<file path="src/rtl/rs_issue_select_pkg.sv">
// Shared constants and per-entry status for the reservation-station issue side.
package rs_issue_select_pkg;
  localparam int ENTRY_SEL = 2;
  localparam int ENTRY_NUM = 1 << ENTRY_SEL;
  localparam int TAG_LEN   = 6;

  typedef logic [TAG_LEN-1:0]   tag_t;
  typedef logic [ENTRY_SEL-1:0] idx_t;

  typedef struct packed {
    logic busy;
    logic issuing;
    logic src1_rdy;
    logic src2_rdy;
    tag_t src1_tag;
    tag_t src2_tag;
  } rs_entry_t;

  function automatic rs_entry_t new_entry(input tag_t t1, input tag_t t2,
                                          input logic r1, input logic r2);
    rs_entry_t e;
    e.busy     = 1'b1;
    e.issuing  = 1'b0;
    e.src1_rdy = r1;
    e.src2_rdy = r2;
    e.src1_tag = t1;
    e.src2_tag = t2;
    return e;
  endfunction
endpackage

</file>
<file path="src/rtl/rs_issue_select_if.sv">
// Allocation, writeback-broadcast and issue handshake bundle of the issue selector.
interface rs_issue_select_if;
  import rs_issue_select_pkg::*;

  logic                 alloc_we1_i;
  idx_t                 alloc_entry1_i;
  tag_t                 alloc_src1_tag1_i;
  tag_t                 alloc_src2_tag1_i;
  logic                 alloc_src1_rdy1_i;
  logic                 alloc_src2_rdy1_i;
  logic                 alloc_we2_i;
  idx_t                 alloc_entry2_i;
  tag_t                 alloc_src1_tag2_i;
  tag_t                 alloc_src2_tag2_i;
  logic                 alloc_src1_rdy2_i;
  logic                 alloc_src2_rdy2_i;
  logic                 wb_valid1_i;
  tag_t                 wb_tag1_i;
  logic                 wb_valid2_i;
  tag_t                 wb_tag2_i;
  logic [ENTRY_NUM-1:0] busy_o;
  logic                 issue_valid_o;
  logic                 issue_ready_i;
  idx_t                 issue_entry_o;

  modport master (
    output alloc_we1_i, alloc_entry1_i, alloc_src1_tag1_i, alloc_src2_tag1_i,
           alloc_src1_rdy1_i, alloc_src2_rdy1_i,
           alloc_we2_i, alloc_entry2_i, alloc_src1_tag2_i, alloc_src2_tag2_i,
           alloc_src1_rdy2_i, alloc_src2_rdy2_i,
           wb_valid1_i, wb_tag1_i, wb_valid2_i, wb_tag2_i, issue_ready_i,
    input  busy_o, issue_valid_o, issue_entry_o
  );

  modport slave (
    input  alloc_we1_i, alloc_entry1_i, alloc_src1_tag1_i, alloc_src2_tag1_i,
           alloc_src1_rdy1_i, alloc_src2_rdy1_i,
           alloc_we2_i, alloc_entry2_i, alloc_src1_tag2_i, alloc_src2_tag2_i,
           alloc_src1_rdy2_i, alloc_src2_rdy2_i,
           wb_valid1_i, wb_tag1_i, wb_valid2_i, wb_tag2_i, issue_ready_i,
    output busy_o, issue_valid_o, issue_entry_o
  );
endinterface

</file>
<file path="src/rtl/rs_issue_select_wakeup_cmp.sv">
// Source-operand wakeup: exact tag match against either valid writeback broadcast.
module rs_wakeup_cmp
  import rs_issue_select_pkg::*;
(
  input  tag_t tag_i,
  input  logic wb_valid1_i,
  input  tag_t wb_tag1_i,
  input  logic wb_valid2_i,
  input  tag_t wb_tag2_i,
  output logic wake_o
);
  assign wake_o = (wb_valid1_i && (tag_i == wb_tag1_i)) ||
                  (wb_valid2_i && (tag_i == wb_tag2_i));
endmodule

</file>
<file path="src/rtl/rs_issue_select.sv">
// Reservation-station issue selector: tracks busy/ready state, wakes operands on
// writeback broadcasts and issues the lowest-index ready entry per cycle.
module rs_issue_select
  import rs_issue_select_pkg::*;
(
  input  logic               clk_i,
  input  logic               rst_n_i,
  input  logic               flush_i,
  rs_issue_select_if.slave   bus
);
  rs_entry_t [ENTRY_NUM-1:0] ent_q, ent_d;
  logic                      issue_valid_q, issue_valid_d;
  idx_t                      issue_entry_q, issue_entry_d;

  logic [ENTRY_NUM-1:0] wake1, wake2, elig;
  logic                 a1_w1, a1_w2, a2_w1, a2_w2;
  logic                 any_elig, fire, load;
  idx_t                 sel;

  for (genvar i = 0; i < ENTRY_NUM; i++) begin : g_ent
    rs_wakeup_cmp u_src1 (
      .tag_i(ent_q[i].src1_tag), .wb_valid1_i(bus.wb_valid1_i), .wb_tag1_i(bus.wb_tag1_i),
      .wb_valid2_i(bus.wb_valid2_i), .wb_tag2_i(bus.wb_tag2_i), .wake_o(wake1[i])
    );
    rs_wakeup_cmp u_src2 (
      .tag_i(ent_q[i].src2_tag), .wb_valid1_i(bus.wb_valid1_i), .wb_tag1_i(bus.wb_tag1_i),
      .wb_valid2_i(bus.wb_valid2_i), .wb_tag2_i(bus.wb_tag2_i), .wake_o(wake2[i])
    );
    assign elig[i]       = ent_q[i].busy && ent_q[i].src1_rdy && ent_q[i].src2_rdy &&
                           !ent_q[i].issuing;
    assign bus.busy_o[i] = ent_q[i].busy;
  end

  // Same-cycle bypass: an operand produced while it is being allocated must not be missed.
  rs_wakeup_cmp u_a1s1 (
    .tag_i(bus.alloc_src1_tag1_i), .wb_valid1_i(bus.wb_valid1_i), .wb_tag1_i(bus.wb_tag1_i),
    .wb_valid2_i(bus.wb_valid2_i), .wb_tag2_i(bus.wb_tag2_i), .wake_o(a1_w1)
  );
  rs_wakeup_cmp u_a1s2 (
    .tag_i(bus.alloc_src2_tag1_i), .wb_valid1_i(bus.wb_valid1_i), .wb_tag1_i(bus.wb_tag1_i),
    .wb_valid2_i(bus.wb_valid2_i), .wb_tag2_i(bus.wb_tag2_i), .wake_o(a1_w2)
  );
  rs_wakeup_cmp u_a2s1 (
    .tag_i(bus.alloc_src1_tag2_i), .wb_valid1_i(bus.wb_valid1_i), .wb_tag1_i(bus.wb_tag1_i),
    .wb_valid2_i(bus.wb_valid2_i), .wb_tag2_i(bus.wb_tag2_i), .wake_o(a2_w1)
  );
  rs_wakeup_cmp u_a2s2 (
    .tag_i(bus.alloc_src2_tag2_i), .wb_valid1_i(bus.wb_valid1_i), .wb_tag1_i(bus.wb_tag1_i),
    .wb_valid2_i(bus.wb_valid2_i), .wb_tag2_i(bus.wb_tag2_i), .wake_o(a2_w2)
  );

  always_comb begin
    sel      = '0;
    any_elig = |elig;
    for (int i = ENTRY_NUM - 1; i >= 0; i--) begin
      if (elig[i]) sel = idx_t'(i);
    end
  end

  assign fire = issue_valid_q && bus.issue_ready_i;
  assign load = !issue_valid_q || bus.issue_ready_i;

  always_comb begin
    ent_d         = ent_q;
    issue_valid_d = issue_valid_q;
    issue_entry_d = issue_entry_q;
    if (flush_i) begin
      for (int i = 0; i < ENTRY_NUM; i++) begin
        ent_d[i].busy     = 1'b0;
        ent_d[i].issuing  = 1'b0;
        ent_d[i].src1_rdy = 1'b0;
        ent_d[i].src2_rdy = 1'b0;
      end
      issue_valid_d = 1'b0;
    end else begin
      for (int i = 0; i < ENTRY_NUM; i++) begin
        if (ent_q[i].busy) begin
          ent_d[i].src1_rdy = ent_q[i].src1_rdy | wake1[i];
          ent_d[i].src2_rdy = ent_q[i].src2_rdy | wake2[i];
        end
      end
      if (fire) begin
        ent_d[issue_entry_q].busy    = 1'b0;
        ent_d[issue_entry_q].issuing = 1'b0;
      end
      // The chosen entry is marked issuing so the next selection skips it.
      if (load) begin
        issue_valid_d = any_elig;
        issue_entry_d = sel;
        if (any_elig) ent_d[sel].issuing = 1'b1;
      end
      if (bus.alloc_we1_i) begin
        ent_d[bus.alloc_entry1_i] = new_entry(bus.alloc_src1_tag1_i, bus.alloc_src2_tag1_i,
                                              bus.alloc_src1_rdy1_i | a1_w1,
                                              bus.alloc_src2_rdy1_i | a1_w2);
      end
      if (bus.alloc_we2_i) begin
        ent_d[bus.alloc_entry2_i] = new_entry(bus.alloc_src1_tag2_i, bus.alloc_src2_tag2_i,
                                              bus.alloc_src1_rdy2_i | a2_w1,
                                              bus.alloc_src2_rdy2_i | a2_w2);
      end
    end
  end

  always_ff @(posedge clk_i or negedge rst_n_i) begin
    if (!rst_n_i) begin
      ent_q         <= '0;
      issue_valid_q <= 1'b0;
      issue_entry_q <= '0;
    end else begin
      ent_q         <= ent_d;
      issue_valid_q <= issue_valid_d;
      issue_entry_q <= issue_entry_d;
    end
  end

  assign bus.issue_valid_o = issue_valid_q;
  assign bus.issue_entry_o = issue_entry_q;

  // Allocator contract; a flush discards the allocation, so it is exempt.
  always @(posedge clk_i) begin
    if (rst_n_i && !flush_i) begin
      assert (!(bus.alloc_we1_i && ent_q[bus.alloc_entry1_i].busy));
      assert (!(bus.alloc_we2_i && ent_q[bus.alloc_entry2_i].busy));
      assert (!(bus.alloc_we1_i && bus.alloc_we2_i &&
                (bus.alloc_entry1_i == bus.alloc_entry2_i)));
    end
  end
endmodule

</file>
<file path="src/flat_wrapper.sv">
// flat-port wrapper written by rule: the top's interface ports become plain ports
module rs_issue_select_flat import rs_issue_select_pkg::*;
  (clk_i, rst_n_i, flush_i, bus_alloc_we1_i, bus_alloc_entry1_i, bus_alloc_src1_tag1_i, bus_alloc_src2_tag1_i, bus_alloc_src1_rdy1_i, bus_alloc_src2_rdy1_i, bus_alloc_we2_i, bus_alloc_entry2_i, bus_alloc_src1_tag2_i, bus_alloc_src2_tag2_i, bus_alloc_src1_rdy2_i, bus_alloc_src2_rdy2_i, bus_wb_valid1_i, bus_wb_tag1_i, bus_wb_valid2_i, bus_wb_tag2_i, bus_issue_ready_i, bus_busy_o, bus_issue_valid_o, bus_issue_entry_o);
  rs_issue_select_if bus_i ();
  input  logic clk_i;
  input  logic rst_n_i;
  input  logic flush_i;
  input wire logic [$bits(bus_i.alloc_we1_i)-1:0] bus_alloc_we1_i;
  input wire logic [$bits(bus_i.alloc_entry1_i)-1:0] bus_alloc_entry1_i;
  input wire logic [$bits(bus_i.alloc_src1_tag1_i)-1:0] bus_alloc_src1_tag1_i;
  input wire logic [$bits(bus_i.alloc_src2_tag1_i)-1:0] bus_alloc_src2_tag1_i;
  input wire logic [$bits(bus_i.alloc_src1_rdy1_i)-1:0] bus_alloc_src1_rdy1_i;
  input wire logic [$bits(bus_i.alloc_src2_rdy1_i)-1:0] bus_alloc_src2_rdy1_i;
  input wire logic [$bits(bus_i.alloc_we2_i)-1:0] bus_alloc_we2_i;
  input wire logic [$bits(bus_i.alloc_entry2_i)-1:0] bus_alloc_entry2_i;
  input wire logic [$bits(bus_i.alloc_src1_tag2_i)-1:0] bus_alloc_src1_tag2_i;
  input wire logic [$bits(bus_i.alloc_src2_tag2_i)-1:0] bus_alloc_src2_tag2_i;
  input wire logic [$bits(bus_i.alloc_src1_rdy2_i)-1:0] bus_alloc_src1_rdy2_i;
  input wire logic [$bits(bus_i.alloc_src2_rdy2_i)-1:0] bus_alloc_src2_rdy2_i;
  input wire logic [$bits(bus_i.wb_valid1_i)-1:0] bus_wb_valid1_i;
  input wire logic [$bits(bus_i.wb_tag1_i)-1:0] bus_wb_tag1_i;
  input wire logic [$bits(bus_i.wb_valid2_i)-1:0] bus_wb_valid2_i;
  input wire logic [$bits(bus_i.wb_tag2_i)-1:0] bus_wb_tag2_i;
  input wire logic [$bits(bus_i.issue_ready_i)-1:0] bus_issue_ready_i;
  output wire logic [$bits(bus_i.busy_o)-1:0] bus_busy_o;
  output wire logic [$bits(bus_i.issue_valid_o)-1:0] bus_issue_valid_o;
  output wire logic [$bits(bus_i.issue_entry_o)-1:0] bus_issue_entry_o;
  assign bus_i.alloc_we1_i = bus_alloc_we1_i;
  assign bus_i.alloc_entry1_i = bus_alloc_entry1_i;
  assign bus_i.alloc_src1_tag1_i = bus_alloc_src1_tag1_i;
  assign bus_i.alloc_src2_tag1_i = bus_alloc_src2_tag1_i;
  assign bus_i.alloc_src1_rdy1_i = bus_alloc_src1_rdy1_i;
  assign bus_i.alloc_src2_rdy1_i = bus_alloc_src2_rdy1_i;
  assign bus_i.alloc_we2_i = bus_alloc_we2_i;
  assign bus_i.alloc_entry2_i = bus_alloc_entry2_i;
  assign bus_i.alloc_src1_tag2_i = bus_alloc_src1_tag2_i;
  assign bus_i.alloc_src2_tag2_i = bus_alloc_src2_tag2_i;
  assign bus_i.alloc_src1_rdy2_i = bus_alloc_src1_rdy2_i;
  assign bus_i.alloc_src2_rdy2_i = bus_alloc_src2_rdy2_i;
  assign bus_i.wb_valid1_i = bus_wb_valid1_i;
  assign bus_i.wb_tag1_i = bus_wb_tag1_i;
  assign bus_i.wb_valid2_i = bus_wb_valid2_i;
  assign bus_i.wb_tag2_i = bus_wb_tag2_i;
  assign bus_i.issue_ready_i = bus_issue_ready_i;
  assign bus_busy_o = bus_i.busy_o;
  assign bus_issue_valid_o = bus_i.issue_valid_o;
  assign bus_issue_entry_o = bus_i.issue_entry_o;
  rs_issue_select u_core (.clk_i(clk_i), .rst_n_i(rst_n_i), .flush_i(flush_i), .bus(bus_i));
endmodule
</file>
<file path="config.mk">
export PLATFORM = sky130hd
export DESIGN_NAME = rs_issue_select_flat
export DESIGN_NICKNAME = d
export VERILOG_FILES = /design/src/rtl/rs_issue_select_pkg.sv /design/src/rtl/rs_issue_select_if.sv /design/src/rtl/rs_issue_select_wakeup_cmp.sv /design/src/rtl/rs_issue_select.sv /design/src/flat_wrapper.sv
export SDC_FILE = /design/constraint.sdc
export NUM_CORES = 1
export LEC_CHECK = 0
export CORE_UTILIZATION = 45
export CTS_CLUSTER_SIZE = 8
export DETAILED_ROUTE_END_ITERATION = 10
export PLACE_DENSITY = 0.69
export SLEW_MARGIN = 20
export SYNTH_ARGS = -nofsm -noshare
export SYNTH_HDL_FRONTEND = slang
export SYNTH_HIERARCHICAL = 1
export SYNTH_SLANG_ARGS = --single-unit
</file>
<file path="constraint.sdc">
create_clock -name clk_i -period 2.45 [get_ports clk_i]
set_clock_uncertainty 0.05 [all_clocks]
set_input_delay 0.49 -clock clk_i [delete_from_list [all_inputs] [get_ports clk_i]]
set_output_delay 0.49 -clock clk_i [all_outputs]
set_load 0.1 [all_outputs]
</file>
==> run summary <==
The run gives 0 as the count of final hold-check violations. The synthesized design contains 0 enable-type register cells. Leaving out fill and tap cells, the most frequent cell in the layout is sky130_fd_sc_hd__xnor2_1. The number of setup buffers added after CTS is 0. The run finished with clean final reports.

In the routed layout, each cell is associated on average with a via count of 6.05. In the routed design, unresolved DRC markers number 0. The worst setup path is launched from an input port. In this run the worst path has a maximum fanout of 12. The floorplan has 37 rows.

TritonCTS built the clock tree. The tightest min-delay check is of the input port to async pin type. Per report_power, the sequential group accounts for 39.2% of the total. Area added between synthesis and finish: 27.3%.

STA classifies the critical path endpoint as a flip-flop. The tools report the boundary pin count as 59. In this run, CTS created clock tree buffers numbering 9. In the layout the commonest cells are sky130_fd_sc_hd__xnor2_1, sky130_fd_sc_hd__dfrtp_1, sky130_fd_sc_hd__a21oi_1.

The mean routed wirelength per cell is 20.6 um. After detailed routing, the total wire length is 15.9 mm. The run gives 4655 as the via count of the first global-routing pass.

Internal power comes to 2.62 mW. Across every metal layer, demand over resource in global routing totals 29.3%. Setup repair after global routing left no endpoint under its margin. The final route contains 4675 vias.

For this configuration, the core starts out at a cell density of 47.1%. Measured against its own limit, the worst slew margin works out to 60.8%. By area the synthesized netlist is led by sky130_fd_sc_hd__dfrtp_1, sky130_fd_sc_hd__xnor2_1, sky130_fd_sc_hd__mux2i_1. The logs give 0 for the total of cells resized after clock tree synthesis and 2670 ps for the required time reported for the critical path endpoint. The finished layout holds 773 standard cells, fillers aside. The critical path starts at bus_wb_tag2_i[0].

The first TritonRoute pass finished after 5 iterations. The number of pins exceeding their max-slew limit in the final report was 0. The clock transition at the register clock pins on the worst setup and hold paths after CTS was 80 ps; the synthesized area divided by synthesized cell count was 9.08 sq um. Sequential cells were found to cover 34.0% of the synthesized design area. The final HPWL from detailed placement was 11.3 mm.

Worst reg2reg path startpoint: u_core/ent_q[35]. For the CTS sink count, the log shows 67. After floorplanning, the core was sized to cover 10500 sq um. The worst-case IR drop observed on VDD is 472 uV. The type of the setup path with the least slack was input port to flip-flop.

Of the post-synthesis cell area, the dominant cell type holds 34.0%. The number of nets handed over by synthesis was 595. The net switching power was 1.32 mW. CTS placed an instance of sky130_fd_sc_hd__clkbuf_8 at the clock tree root. The die is 107 um tall. Routability-driven placement finished with a final weighted congestion of 0.965.

For the total setup violations reported at the end of the flow, the log shows 0. After layout, the worst path uses 84.1% of the clock period. Across the run, the number of max-cap violations was 0.

The biggest area contributor in the post-synthesis netlist is sky130_fd_sc_hd__dfrtp_1. The fraction of layout cells with a size suffix above 1 was 12.4%. The final period demand of the worst path was 2060 ps; the total number of nets in the final design was 684. For the worst-skew pair, the clock arrives at the later sink with an insertion delay of 360 ps. Summed over all failing endpoints, the final setup total negative slack is 0 ps. Once detail routing completed, the nets flagged for antenna violations numbered 0. The initial antenna violation count was 0; the async set or reset register ratio after synthesis was 100%.

The combinational fraction of design power is 31.8%. The die is 107 um wide. Among all flip-flop cells after synthesis, the most frequent one is sky130_fd_sc_hd__dfrtp_1. For the number of warnings printed during yosys synthesis, the log shows 6. Data arrival at the endpoint of the critical path: 2280 ps. The run gives 29.0% as the share of power burned in the clock network.

The run gives 757 as the cell total after placement. Summing every instance area after synthesis gives 4930 sq um. The clock tree synthesis step divided the H-tree into 3 levels. The instance count of the mapped netlist was 543; the total overflow reported by the global router was 0.

The switching part of the total was 33.6%. The areal power density over the cells is 627 nW/um^2. Total of flip-flops plus latches after synthesis: 67. The clock passes through at most 2 buffers. Entering global routing, the biggest net connects 46 pins. For this block, the initial DRC count from the detailed router was 520. The slew at the pin closest to its max-slew limit works out to 588 ps.

Counting distinct cell types in the post-synthesis netlist gives 39. The die covers 11400 sq um. The run gives 485 MHz as the top achievable clock speed.

0 antenna diodes ended up in the layout. The tools report the first-pass GRT wire length as 25.1 mm. In this run, post-CTS hold repair placed 0 buffers. The quantity of I/O buffers inserted on ports came out at 58.

The leakage dissipation is 2.53 nW.
## per-stage QoR
stage | util, % | hold slack, ps | cell area [sq um] | worst slack (ps) | power (mW)
after floorplan | - | 144 | 4930 | 579 | 2.29
after global placement | 57.7 | 457 | 6040 | 106 | 2.74
after detailed placement | 57.7 | 469 | 6040 | 41.1 | 2.79
after CTS | 60.0 | 84.3 | 6280 | 402 | 3.93
after global routing | 60.0 | 85.5 | 6280 | 299 | 4.12
final | 60.0 | 76.3 | 6280 | 390 | 3.94
## cell families (layout without fill, tap and decap cells)
group / Yosys count / in the layout / synth area share [%]
compound gates: 109 / 109 / 14.4
simple gates: 163 / 163 / 16.0
xor+xnor: 144 / 144 / 25.6
mux: 36 / 36 / 7.31
buf+inv: 24 / 118 / 2.71
flops: 67 / 67 / 34.0
## area by class of cell
class,instances,area [sq um]
multi-input cells,452,3120
clock inverters,6,113
well taps,136,170
fillers,940,4180
flip-flops and latches,67,1680
inverters,1,3.75
repair buffers,101,1070
clock buffers,10,128
## worst max-delay path, cell delays in order
cell	delay [ps]
sky130_fd_sc_hd__clkdlybuf4s50_1	510
sky130_fd_sc_hd__buf_12	180
sky130_fd_sc_hd__xnor2_1	140
sky130_fd_sc_hd__nand3_1	100
sky130_fd_sc_hd__o22ai_1	330
sky130_fd_sc_hd__a21oi_1	120
sky130_fd_sc_hd__nand2_1	70
sky130_fd_sc_hd__o31ai_1	70
sky130_fd_sc_hd__a211oi_1	260
## cells in the mapped netlist (4+ instances only)
cell type	count
sky130_fd_sc_hd__nor3_1	4
sky130_fd_sc_hd__xnor2_1	144
sky130_fd_sc_hd__nand3_1	27
sky130_fd_sc_hd__a21oi_1	54
sky130_fd_sc_hd__o21bai_1	4
sky130_fd_sc_hd__o311ai_0	6
sky130_fd_sc_hd__buf_4	5
sky130_fd_sc_hd__dfrtp_1	67
sky130_fd_sc_hd__nor2_1	52
sky130_fd_sc_hd__mux2i_1	36
sky130_fd_sc_hd__a31oi_1	5
sky130_fd_sc_hd__nand3b_1	5
sky130_fd_sc_hd__o22ai_1	12
sky130_fd_sc_hd__nand4b_1	4
sky130_fd_sc_hd__a31oi_2	7
sky130_fd_sc_hd__nand2_1	37
sky130_fd_sc_hd__nand4_1	24
sky130_fd_sc_hd__o21ai_0	5
sky130_fd_sc_hd__buf_2	14
## state kept, by name (all words and copies together) (netlist names)
name / flops
u_core/ent_q: 60
u_core/bus.busy_o: 4
u_core/bus.issue_entry_o: 2
u_core/bus.issue_valid_o: 1
## final timing paths
kind                                         end  slack, ps  cells after the start
worst max-delay path            u_core/ent_q[44]        390                      9
worst min-delay path             u_core/ent_q[5]         80                      1
worst max register to register  u_core/ent_q[44]        730                      7
worst min register to register  u_core/ent_q[30]        490                      2
max in group asynchronous       u_core/ent_q[61]       1600                      2
min in group clk_i              u_core/ent_q[30]        490                      2
## power groups by stage
stage | logic (mW) | registers, mW | clock network, mW
2_1_floorplan | 0.808 | 1.49 | 0
3_3_place_gp | 1.19 | 1.55 | 0
3_5_place_dp | 1.23 | 1.56 | 0
4_1_cts | 1.24 | 1.54 | 1.15
5_1_grt | 1.35 | 1.57 | 1.21
6_report | 1.25 | 1.54 | 1.14
## routing by layer
layer	GRT usage (%)	routed length, um	vias to the layer above
met4	12.4	623	0
met2	45.3	7120	289
met3	5.59	1600	59
li1	-	-	2101
met1	39.9	6600	2226
met5	0	0	-
Power figures use the tool's default switching activity.
